--- src/rtl/monkey_collision_pkg.sv ---
// Shared constants and types for the monkey hit detector: counter slot indices,
// the frame FSM encoding and the default overlap counter width.
package monkey_collision_pkg;

    // Edge slots double as bit positions in HitEdgeCode.
    localparam int EDGE_BOTTOM = 0;
    localparam int EDGE_RIGHT  = 1;
    localparam int EDGE_TOP    = 2;
    localparam int EDGE_LEFT   = 3;
    localparam int CAT_ROPE    = 4;
    localparam int CAT_BLOCK   = 5;
    localparam int CAT_ENEMY   = 6;
    localparam int NUM_CNT     = 7;

    localparam int DEFAULT_CNT_W = 8;

    typedef enum logic {
        WAIT_SOF,
        ACCUM
    } hitState_t;

endpackage

--- src/rtl/monkey_hitdetect_counter.sv ---
// Saturating overlap-pixel counter; clr wins over inc and loads the current pixel.
module hit_counter
    import monkey_collision_pkg::*;
#(
    parameter int CNT_W      = DEFAULT_CNT_W,
    parameter int MIN_PIXELS = 3
) (
    input  logic clk,
    input  logic resetN,
    input  logic inc,
    input  logic clr,
    output logic meetsMin
);

    localparam logic [CNT_W-1:0] CNT_MAX = '1;

    logic [CNT_W-1:0] count;

    always_ff @(posedge clk or negedge resetN) begin
        if (!resetN) begin
            count <= '0;
        end else if (clr) begin
            count <= {{(CNT_W-1){1'b0}}, inc};
        end else if (inc && (count != CNT_MAX)) begin
            count <= count + 1'b1;
        end
    end

    assign meetsMin = (int'(count) >= MIN_PIXELS);

endmodule

--- src/rtl/monkey_hitdetect.sv ---
// Per-frame monkey overlap detector: counts rope/block/enemy/edge-band overlap
// pixels and publishes frame-stable flags on startOfFrame. Option: HIT_DEBOUNCE_EN.
module monkey_hitdetect
    import monkey_collision_pkg::*;
#(
    parameter int SPRITE_W   = 32,
    parameter int SPRITE_H   = 32,
    parameter int EDGE_BAND  = 4,
    parameter int MIN_PIXELS = 3,
    parameter int CNT_W      = DEFAULT_CNT_W
) (
    input  logic        clk,
    input  logic        resetN,
    input  logic        startOfFrame,
    input  logic [10:0] offsetX,
    input  logic [10:0] offsetY,
    input  logic        drawingRequest_monkey,
    input  logic        drawingRequest_rope,
    input  logic        drawingRequest_block,
    input  logic        drawingRequest_enemy,
    output logic        onRope,
    output logic        onBlock,
    output logic        collision,
    output logic        objectHit,
    output logic        hitPulse,
    output logic [3:0]  HitEdgeCode
);

    hitState_t          state;
    logic               countEn;
    logic               publish;
    logic               blockPix;
    logic [NUM_CNT-1:0] overlapVec;
    logic [NUM_CNT-1:0] meetsVec;
    logic               ropeNext;
    logic               blockNext;
    logic [3:0]         edgeNext;

    // A pixel coinciding with startOfFrame belongs to the frame that starts.
    assign countEn  = (state == ACCUM) || startOfFrame;
    assign publish  = (state == ACCUM) && startOfFrame;
    assign blockPix = drawingRequest_monkey && drawingRequest_block;

    always_comb begin
        overlapVec              = '0;
        overlapVec[CAT_ROPE]    = drawingRequest_monkey && drawingRequest_rope;
        overlapVec[CAT_BLOCK]   = blockPix;
        overlapVec[CAT_ENEMY]   = drawingRequest_monkey && drawingRequest_enemy;
        overlapVec[EDGE_BOTTOM] = blockPix && (offsetY >= 11'(SPRITE_H - EDGE_BAND));
        overlapVec[EDGE_RIGHT]  = blockPix && (offsetX >= 11'(SPRITE_W - EDGE_BAND));
        overlapVec[EDGE_TOP]    = blockPix && (offsetY <  11'(EDGE_BAND));
        overlapVec[EDGE_LEFT]   = blockPix && (offsetX <  11'(EDGE_BAND));
    end

    generate
        for (genvar gi = 0; gi < NUM_CNT; gi++) begin : gCnt
            hit_counter #(
                .CNT_W      (CNT_W),
                .MIN_PIXELS (MIN_PIXELS)
            ) uCnt (
                .clk      (clk),
                .resetN   (resetN),
                .inc      (countEn && overlapVec[gi]),
                .clr      (startOfFrame),
                .meetsMin (meetsVec[gi])
            );
        end
    endgenerate

    assign edgeNext = meetsVec[EDGE_LEFT:EDGE_BOTTOM];

`ifdef HIT_DEBOUNCE_EN
    logic ropePrev;
    logic blockPrev;

    // Flags need two qualifying publishes in a row to rise, one failure drops them.
    always_ff @(posedge clk or negedge resetN) begin
        if (!resetN) begin
            ropePrev  <= 1'b0;
            blockPrev <= 1'b0;
        end else if (publish) begin
            ropePrev  <= meetsVec[CAT_ROPE];
            blockPrev <= meetsVec[CAT_BLOCK];
        end
    end

    assign ropeNext  = meetsVec[CAT_ROPE] && ropePrev;
    assign blockNext = meetsVec[CAT_BLOCK] && blockPrev;
`else
    assign ropeNext  = meetsVec[CAT_ROPE];
    assign blockNext = meetsVec[CAT_BLOCK];
`endif

    always_ff @(posedge clk or negedge resetN) begin
        if (!resetN) begin
            state       <= WAIT_SOF;
            onRope      <= 1'b0;
            onBlock     <= 1'b0;
            collision   <= 1'b0;
            objectHit   <= 1'b0;
            hitPulse    <= 1'b0;
            HitEdgeCode <= 4'b0000;
        end else begin
            hitPulse <= 1'b0;
            case (state)
                WAIT_SOF: begin
                    if (startOfFrame) begin
                        state <= ACCUM;
                    end
                end
                ACCUM: begin
                    if (publish) begin
                        onRope      <= ropeNext;
                        onBlock     <= blockNext;
                        collision   <= blockNext || (|edgeNext);
                        objectHit   <= meetsVec[CAT_ENEMY];
                        hitPulse    <= meetsVec[CAT_ENEMY] && !objectHit;
                        HitEdgeCode <= edgeNext;
                    end
                end
                default: state <= WAIT_SOF;
            endcase
        end
    end

endmodule

--- config.mk ---
export PLATFORM = sky130hd
export DESIGN_NAME = monkey_hitdetect
export DESIGN_NICKNAME = d
export VERILOG_FILES = /design/src/rtl/monkey_collision_pkg.sv /design/src/rtl/monkey_hitdetect_counter.sv /design/src/rtl/monkey_hitdetect.sv
export SDC_FILE = /design/constraint.sdc
export NUM_CORES = 1
export LEC_CHECK = 0
export CORE_UTILIZATION = 55
export CTS_CLUSTER_SIZE = 25
export DETAILED_ROUTE_END_ITERATION = 10
export GPL_ROUTABILITY_DRIVEN = 0
export PLACE_DENSITY = 0.78
export SYNTH_ARGS = -nofsm -noshare
export SYNTH_HDL_FRONTEND = slang
export SYNTH_SLANG_ARGS = --single-unit
--- constraint.sdc ---
create_clock -name clk -period 2.3 [get_ports clk]
set_input_delay 0.46 -clock clk [delete_from_list [all_inputs] [get_ports clk]]
set_output_delay 0.46 -clock clk [all_outputs]
set_load 0.005 [all_outputs]
=== After elaboration in Yosys (flattened, before gate mapping) ===
Cells that the tools add are included.

* Register bits: 66
* Bits of input ports: 29
* Word-level logic and storage cells: 92

* $add $sub $neg: 7
* Order comparisons: 11
* Eq/ne operators: 7
* Muxes and demuxes: 18
* Reduce and logical (&&, ||, !) cells: 35

{| class="wikitable"
|+ Operator list
! kind !! count
|-
| $mux 8 || 14
|-
| $add 8x1->8 const B || 7
|-
| $ge 8x2->1 const B || 7
|-
| $ne 8x8->1 const B || 7
|-
| $logic_and 1x1->1 || 23
|-
| $ge 11x5->1 const B || 2
|-
| $lt 11x3->1 const B || 2
|-
| $reduce_bool 2->1 || 7
|-
| $mux 1 || 4
|-
| $reduce_or 4->1 || 1
|-
| $logic_or 1x1->1 || 2
|-
| $reduce_and 2->1 || 1
|-
| $logic_not 1->1 || 1
|}

=== Depth between registers and ports, before layout ===
Gate-level depths: netlist of the first run.

* Depth after elaboration: 6
* Mapped depth: 6
* Gate-level depth less buffers: 5

=== Hierarchy ===
A second synthesis of the first run with hierarchy kept.

* Cells, all modules: 412
* Area, all modules: 4,043.9 µm²

{| class="wikitable"
|+ Modules (own cells, without submodules)
! module !! times used !! cells each !! area each (µm²)
|-
| hit_counter || 7 || 53 || 509.2
|-
| monkey_hitdetect || 1 || 41 || 479.2
|}

=== Worst setup path before layout of the first run ===
OpenSTA, ideal clock, no wires.

* Path kind: input -> register
* From: input startOfFrame
* To: register gCnt[1].uCnt.count[5]
* Library setup time: 125 ps
* Arrival: 1,710 ps
* Setup slack: 466 ps
* Stages: 6
* Path buffers: 2
* Cell sequence: buf_2 > o211ai_2 > a31o_2 > buf_2 > nor4_1 > mux2_2

* Cells in the longest elaborated chain, start to end: 4

{| class="wikitable"
|+ RTL lines
! element !! line !! source
|-
| start, declared || monkey_hitdetect.sv:14 || <nowiki>input logic startOfFrame,</nowiki>
|-
| $logic_or 1x1->1 || monkey_hitdetect.sv:40 || <nowiki>assign countEn = (state == ACCUM) || startOfFrame;</nowiki>
|-
| $logic_and 1x1->1 || monkey_hitdetect.sv:63 || <nowiki>.inc (countEn && overlapVec[gi]),</nowiki>
|-
| $logic_and 1x1->1 || monkey_hitdetect_counter.sv:24 || <nowiki>end else if (inc && (count != CNT_MAX)) begin</nowiki>
|-
| $reduce_bool 2->1 (no source line) || - ||
|-
| end signal, assigned || monkey_hitdetect_counter.sv:23 || <nowiki>count <= {{(CNT_W-1){1'b0}}, inc};</nowiki>
|-
| end signal, assigned || monkey_hitdetect_counter.sv:25 || <nowiki>count <= count + 1'b1;</nowiki>
|-
| end, declared || monkey_hitdetect_counter.sv:17 || <nowiki>logic [CNT_W-1:0] count;</nowiki>
|}

Parallel ways exist; a longest one is shown, timed or not.
A chain may end at the register's enable or synchronous reset.

=== Worst setup path in the final report of the first run ===
* From: register gCnt[3].uCnt.count[0]
* To: register collision

* Cells in the longest elaborated chain, start to end: 3

{| class="wikitable"
|+ RTL lines
! element !! line !! source
|-
| start, declared || monkey_hitdetect_counter.sv:17 ||
|-
| start signal, assigned || monkey_hitdetect_counter.sv:23 ||
|-
| start signal, assigned || monkey_hitdetect_counter.sv:25 ||
|-
| $ge 8x2->1 || monkey_hitdetect_counter.sv:29 || <nowiki>assign meetsMin = (int'(count) >= MIN_PIXELS);</nowiki>
|-
| $reduce_or 4->1 || monkey_hitdetect.sv:115 || <nowiki>collision <= blockNext || (|edgeNext);</nowiki>
|-
| $logic_or 1x1->1 || monkey_hitdetect.sv:115 ||
|-
| end signal, assigned || monkey_hitdetect.sv:115 ||
|-
| end, declared || monkey_hitdetect.sv:23 || <nowiki>output logic collision,</nowiki>
|}

Every way passes these cells.

==> results of run 1 <==
==> path summary, 6_finish.rpt <==
check / to / slack (ns) / depth (start not counted)
max: collision / 0.29 / 5
min: gCnt[2].uCnt.count[3] / 0.11 / 2
max reg2reg: collision / 0.29 / 5
min reg2reg: hitPulse / 0.48 / 1
max in group asynchronous: gCnt[3].uCnt.count[4] / 1.88 / 2
min in group clk: gCnt[4].uCnt.count[4] / 0.39 / 2
==> critical path, cell delays in order, from the launching register on <==
cell	delay [ns]
dfrtp_1	0.42
ha_1	0.26
or4_1	0.48
nor4_1	0.34
nand4_1	0.21
o22a_1	0.20
==> synth_stat cells (all sizes together), types with 6 or more instances <==
cell type / instances / share of area, %
nand3: 19 / 2.6
nor4: 13 / 3.0
ha: 7 / 2.4
o311ai: 6 / 1.4
and3: 6 / 1.0
nor3: 15 / 2.0
dfrtp: 66 / 44
o21ai: 12 / 1.6
nand2: 21 / 2.1
inv: 8 / 0.81
o211a: 7 / 1.9
or4: 20 / 4.0
nand4: 13 / 3.1
xnor2: 6 / 1.4
a21oi: 26 / 3.5
and4: 6 / 1.4
o31ai: 12 / 2.4
buf: 7 / 0.94
clkbuf: 12 / 1.2
o211ai: 6 / 1.3
nor2: 31 / 3.1
o41ai: 7 / 1.7
==> metal layers <==
| metal | part of all wire [%] | GRT usage [%] | up-vias |
|---|---|---|---|
| met1 | 46 | 33.3 | 1618 |
| met2 | 48 | 42.5 | 103 |
| met5 | 0 | 0 | - |
| met3 | 4.8 | 4.42 | 12 |
| met4 | 1.9 | 11.1 | 0 |
| li1 | - | - | 1604 |
==> where the power goes <==
group	switching [mW]	total [mW]	leakage [nW]	internal, mW
clock network	0.448	1.05	0.105	0.598
logic	0.125	0.244	0.852	0.119
registers	0.0261	1.22	0.896	1.19
total	0.599	2.51	1.85	1.91
==> logic make-up (layout without fill, tap and decap cells) <==
kind of cell               count (synthesis)  after routing  synth area share (%)
buffers and inverters                     27             76                  2.97
adders and majority gates                  7              7                  2.36
muxes                                      4              4                  1.11
DFF                                       66             66                  44.5
xor gates and xnor gates                  10             10                  2.36
AOI/OAI and AO/OA                        104            104                  20.4
and+or+nand+nor                          164            164                  26.3
==> state kept, by name (all words and copies together), names as in the netlist <==
signal / cells
objectHit: 1
onRope: 1
HitEdgeCode: 4
collision: 1
hitPulse: 1
gCnt.uCnt.count: 56
state: 1
onBlock: 1
==> cells in the final DEF (no fill, tap or decap), drive strengths merged, types with 4 or more instances in the layout <==
cell / count
a21oi: 26
or4: 20
and3: 6
and2: 4
ha: 7
inv: 8
xnor2: 6
clkbuf: 9
buf: 22
o41ai: 7
nor4: 13
o211a: 7
o31ai: 12
xor2: 4
o311ai: 6
o211ai: 6
clkdlybuf4s50: 31
nand3: 19
nor2: 31
and4: 6
o2111ai: 4
nand2: 21
nand4: 13
nor3: 15
o21ai: 12
dfrtp: 66
==> stage by stage <==
stage | TNS, ns | setup WS [ns] | power [mW]
after floorplan | 0 | 0.466 | 1.34
after global placement | -0.0565 | -0.0201 | 1.48
after detailed placement | -0.205 | -0.0689 | 1.48
after CTS | 0 | 0.288 | 2.52
after global routing | 0 | 0.148 | 2.59
final | 0 | 0.285 | 2.51
==> cell type report <==
type	instances	area (sq um)
Multi-Input combinational cell	289	1950
Timing Repair Buffer	53	495
Fill cell	503	1990
Clock inverter	6	82.6
Sequential cell	66	1650
Clock buffer	9	124
Tap cell	77	96.3
Inverter	8	30.0
==> summary.md, run 1 <==
| Metric | Value |
|---|---|
| Number of global-route vias before repair | 3198 |
| Post-place instance area | 0.00422 sq mm |
| Placed wire-length estimate | 5.74 mm |
| Worst-case clock skew | 0.00580 ns |
| Final setup vio count | 0 |
| Arrival time reported for the critical path endpoint | 2.24 ns |
| Type of element capturing the critical path | flip-flop |
| Async SR Flop Fraction | 100% |
| Synth cell types | between 50 and 60 |
| Post-Place Cells | 493 |
| Ant. Diodes | 0 |
| Critical path required time | 2.53 ns |
| Floorplan die area | 0.00708 sq mm |
| Worst-case headroom to the max-slew limit | 59.4% |
| Worst hold slack | 0.109 ns |
| Pin count of the biggest net entering global routing | 67 |
| Area of all placed cells without fillers | ~0.0044 sq mm |
| Ratio of cells with drive above 1 in the final layout | 12.1% |
| # Max-Cap Violations | 0 |
| Net count, final | 463 |
| Overall routed net length | 8.34 mm |
| Synth Register Bits | 66 |
| Worst-case vdd ir drop | 0.289 mV |
| Post-synthesis instance area | 0.00371 sq mm |
| Routed length per placed instance | between 15 and 20 microns |
| Aggregate global-route resource usage | about 26% |
| Number of sinks handled by clock tree synthesis | 66 |
| Number of design-rule violations left by the first detailed-router iteration | just under 200 |
| Area of the core | 0.00642 sq mm |
| Least-Margin Pin Slew | 0.607 ns |
| Worst R2R Start | gCnt[3].uCnt.count[0] |
| Source-to-sink clock delay at the later pin of the worst-skew pair | 0.34 ns |
| Global-route wire length before repair | 14.5 mm |
| Critical Path Fanout Max | 4 |
| Number of resized instances in the post-cts repair step | 0 |
| Final hold vios | 0 |
| Number of search-and-repair iterations in the first detailed-routing pass | 8 |
| Crit path launch type | flip-flop |
| Outcome | finished, violations left |
| Min-delay worst type | input pin to asynchronous set/reset pin |
| Number of H-tree levels | 3 |
| Cell at the root of the clock tree | clkbuf_8 |
| Die Y-Extent | between 80 and 90 microns |
| Register area share after synthesis | 44.5% |
| Via count | 3337 |
| Critical path class | flip-flop to flip-flop |
| Port bufs | 33 |
| DR vias/cell | 6.57 |
| Floorplan row count | 29 |
| Post-route non-filler standard cell count | roughly 510 |
| Number of antenna violations at the first check in global routing | 0 |
| Fin crit share | 87.6% |
| Violated checks | DRC |
| Setup fix buffers added after clock tree synthesis | 0 |
| Clock slew at reported path FFs | 0.07 ns |
| Peak Freq | just under 0.5 GHz |
| Core occupancy in the finished layout | 69.0% |
| Syn-to-layout area delta | 19.3% |
| Average instance area after synthesis | between 9 and 10 sq um |
| Post-synthesis cell count | 382 |
| Count of antenna-violating nets left after detailed routing | 0 |
| TritonCTS Buffers | 9 |
| Setup repair after global routing missed its margin | no |
| CTS tree | yes |
| Buffers from clock root to sink, at most | 2 |
| Clock period minus final worst setup slack | 2.01 ns |
| Overflow left after global routing | 0 |
| Net count after synthesis | 418 |
| I/O pin cnt | 38 |
| Yosys warnings | 0 |
| Horiz. Die Dim | 84.2 microns |
| Pwr Density | 566 mW/mm^2 |
| Prevailing post-synth register cell | dfrtp_1 |
| Number of enable flip-flop cells after synthesis | 0 |
| Number of pins with negative max-slew slack in the final report | 0 |
| Initial Util | 57.8% |
| Final routed DRC violation total | 9 |
| Critical Path Source | gCnt[3].uCnt.count[0] |
| Pleak | approximately 1.9 nW |
| Number of hold buffers added after cts | 0 |
(Power assumes the default switching activity.)
==> run 2, diff against run 1 <==
--- a/config.mk
+++ b/config.mk
@@ -10,6 +10,7 @@
 export DETAILED_ROUTE_END_ITERATION = 10
 export GPL_ROUTABILITY_DRIVEN = 0
 export PLACE_DENSITY = 0.78
+export SETUP_SLACK_MARGIN = 0.15
 export SYNTH_ARGS = -nofsm -noshare
 export SYNTH_HDL_FRONTEND = slang
 export SYNTH_SLANG_ARGS = --single-unit
==> run 2 against run 1 <==
Effect of this change:
- the flow still finishes with violations (DRC)
- utilization rose by 0.12 points
- clock skew hardly changed
- die area stayed put
- final cell count rose by 0.20%
- sequential cell count is the same
- setup slack better by 0.0033 ns
- sequential power barely moved
- first-iteration DRC count grew 3.6%
==> summary.md, run 2 (synthesis gave the netlist of run 1 again) <==
| Metric | Value |
|---|---|
| Outcome | finished, violations left |
| Violated checks | DRC |
| Net count, final | 464 |
| Worst hold slack | 0.115 ns |
| Buffers from clock root to sink, at most | 2 |
| Worst-case clock skew | 0.00614 ns |
| Area of the core | 0.00642 sq mm |
| Worst R2R Start | gCnt[3].uCnt.count[0] |
| Number of hold buffers added after cts | 0 |
| Clock slew at reported path FFs | about 0.070 ns |
| Number of H-tree levels | 3 |
| Initial Util | between 50% and 60% |
| # Max-Cap Violations | 0 |
| Min-delay worst type | input pin to asynchronous set/reset pin |
| Setup fix buffers added after clock tree synthesis | 0 |
| Count of antenna-violating nets left after detailed routing | 0 |
| Global-route wire length before repair | 14.5 mm |
| Highest-count cells in the layout ignoring fill and taps | 66 x dfrtp_1, 31 x nor2_1, 31 x clkdlybuf4s50_1 |
| Source-to-sink clock delay at the later pin of the worst-skew pair | 0.34 ns |
| Worst-case headroom to the max-slew limit | 61.3% |
| Crit path launch type | flip-flop |
| Cell at the root of the clock tree | clkbuf_8 |
| TritonCTS Buffers | 9 |
| Critical path endpoint | collision |
| Floorplan row count | 29 |
| Ratio of cells with drive above 1 in the final layout | roughly 12% |
| Cell count of the worst reg-to-reg path | 5 |
| Die Y-Extent | 84.2 microns |
| Overall routed net length | 8.31 mm |
| Critical Path Source | gCnt[3].uCnt.count[0] |
| Regs by FF count | gCnt.uCnt.count: 56 flops, HitEdgeCode: 4 flops |
| I/O pin cnt | 38 |
| Aggregate global-route resource usage | 25.6% |
| Number of sinks handled by clock tree synthesis | 66 |
| Post-Place Cells | 493 |
| Final setup vio count | 0 |
| Number of pins with negative max-slew slack in the final report | 0 |
| Final hold vios | 0 |
| Post-route non-filler standard cell count | 509 |
| Placed wire-length estimate | 5.74 mm |
| Peak Freq | 0.497 GHz |
| Reg-to-Reg End | collision |
| Most common cell after layout, fill and taps aside | dfrtp_1 |
| Flip-flop count of the largest register after layout | 56 |
| Syn-to-layout area delta | 19.5% |
| Fin crit share | 87.5% |
| Via count | approximately 3300 |
| Horiz. Die Dim | 84.2 microns |
| Critical path required time | 2.53 ns |
| Least-Margin Pin Slew | 0.566 ns |
| DR vias/cell | 6.54 |
| Number of global-route vias before repair | approximately 3200 |
| Setup repair after global routing missed its margin | no |
| Clock period minus final worst setup slack | about 2 ns |
| Worst-case vdd ir drop | between 0.2 and 0.3 mV |
| Pin count of the biggest net entering global routing | between 60 and 70 |
| Routed length per placed instance | approximately 16 microns |
| Ant. Diodes | 0 |
| Overflow left after global routing | 0 |
| Number of search-and-repair iterations in the first detailed-routing pass | 7 |
| Internal reg-to-reg setup slack | 0.29 ns |
| Critical Path Fanout Max | 4 |
| Number of antenna violations at the first check in global routing | 0 |
| Pleak | 1.86 nW |
| Port bufs | 33 |
| Arrival time reported for the critical path endpoint | about 2.2 ns |
| CTS tree | yes |
| Pwr Density | about 560 mW/mm^2 |
| Type of element capturing the critical path | flip-flop |
| Critical path class | flip-flop to flip-flop |
| Final routed DRC violation total | 9 |
| Number of resized instances in the post-cts repair step | 0 |
| Filler instances | 502 |
| Floorplan die area | roughly 0.007 sq mm |
| Register ranked first by flip-flop count | gCnt.uCnt.count |
| Number of design-rule violations left by the first detailed-router iteration | 203 |
[run 2: where the power goes]
part / switching, mW / internal [mW] / total [mW]
sequential: 0.0256 / 1.19 / 1.21
combinational: 0.125 / 0.119 / 0.244
clock: 0.449 / 0.598 / 1.05
[run 2: worst min path at each step]
stage               depth (start not counted)  slack (ns)      start               endpoint
finish                                      2        0.11     resetN  gCnt[2].uCnt.count[3]
global route                                2        0.17     resetN  gCnt[2].uCnt.count[3]
floorplan                                   0        0.16     resetN         HitEdgeCode[0]
detailed placement                          1        0.47  objectHit               hitPulse
global placement                            1        0.45  objectHit               hitPulse
CTS                                         2        0.14     resetN  gCnt[2].uCnt.count[4]
[run 2: cell type report]
| class | count | area (sq um) | share of cell area (%) |
|---|---|---|---|
| inverter | 8 | 30.0 | 0.677 |
| clock buffer | 9 | 124 | 2.79 |
| tap | 77 | 96.3 | 2.17 |
| timing repair buffer | 54 | 503 | 11.3 |
| clock inverter | 6 | 82.6 | 1.86 |
| sequential | 66 | 1650 | 37.2 |
| multi-input combinational | 289 | 1950 | 44.0 |
[run 2: metrics by stage]
step                      total power [mW]  util, %  TNS, ns  cell area (sq um)  setup slack (ns)
final                                 2.51     69.1        0               4440             0.288
after global routing                  2.59     69.1        0               4440             0.182
after CTS                             2.52     69.0        0               4430             0.288
after detailed placement              1.48     65.8   -0.205               4220           -0.0689
after global placement                1.48     65.8  -0.0565               4220           -0.0201
after floorplan                       1.34        -        0               3710             0.466
[run 2: per-layer routing]
metal	wire, microns	vias to the layer above	track usage [%]
met2	3940	94	42.5
met4	178	0	11.1
li1	-	1605	-
met1	3800	1613	33.3
met3	387	16	4.42
met5	0	-	0
[run 2: critical path, cell delays in order, from the launching register on]
cell and delay [ns]:
dfrtp_1 0.42, ha_1 0.26, or4_1 0.48, nor4_1 0.34, nand4_1 0.20, o22a_1 0.20
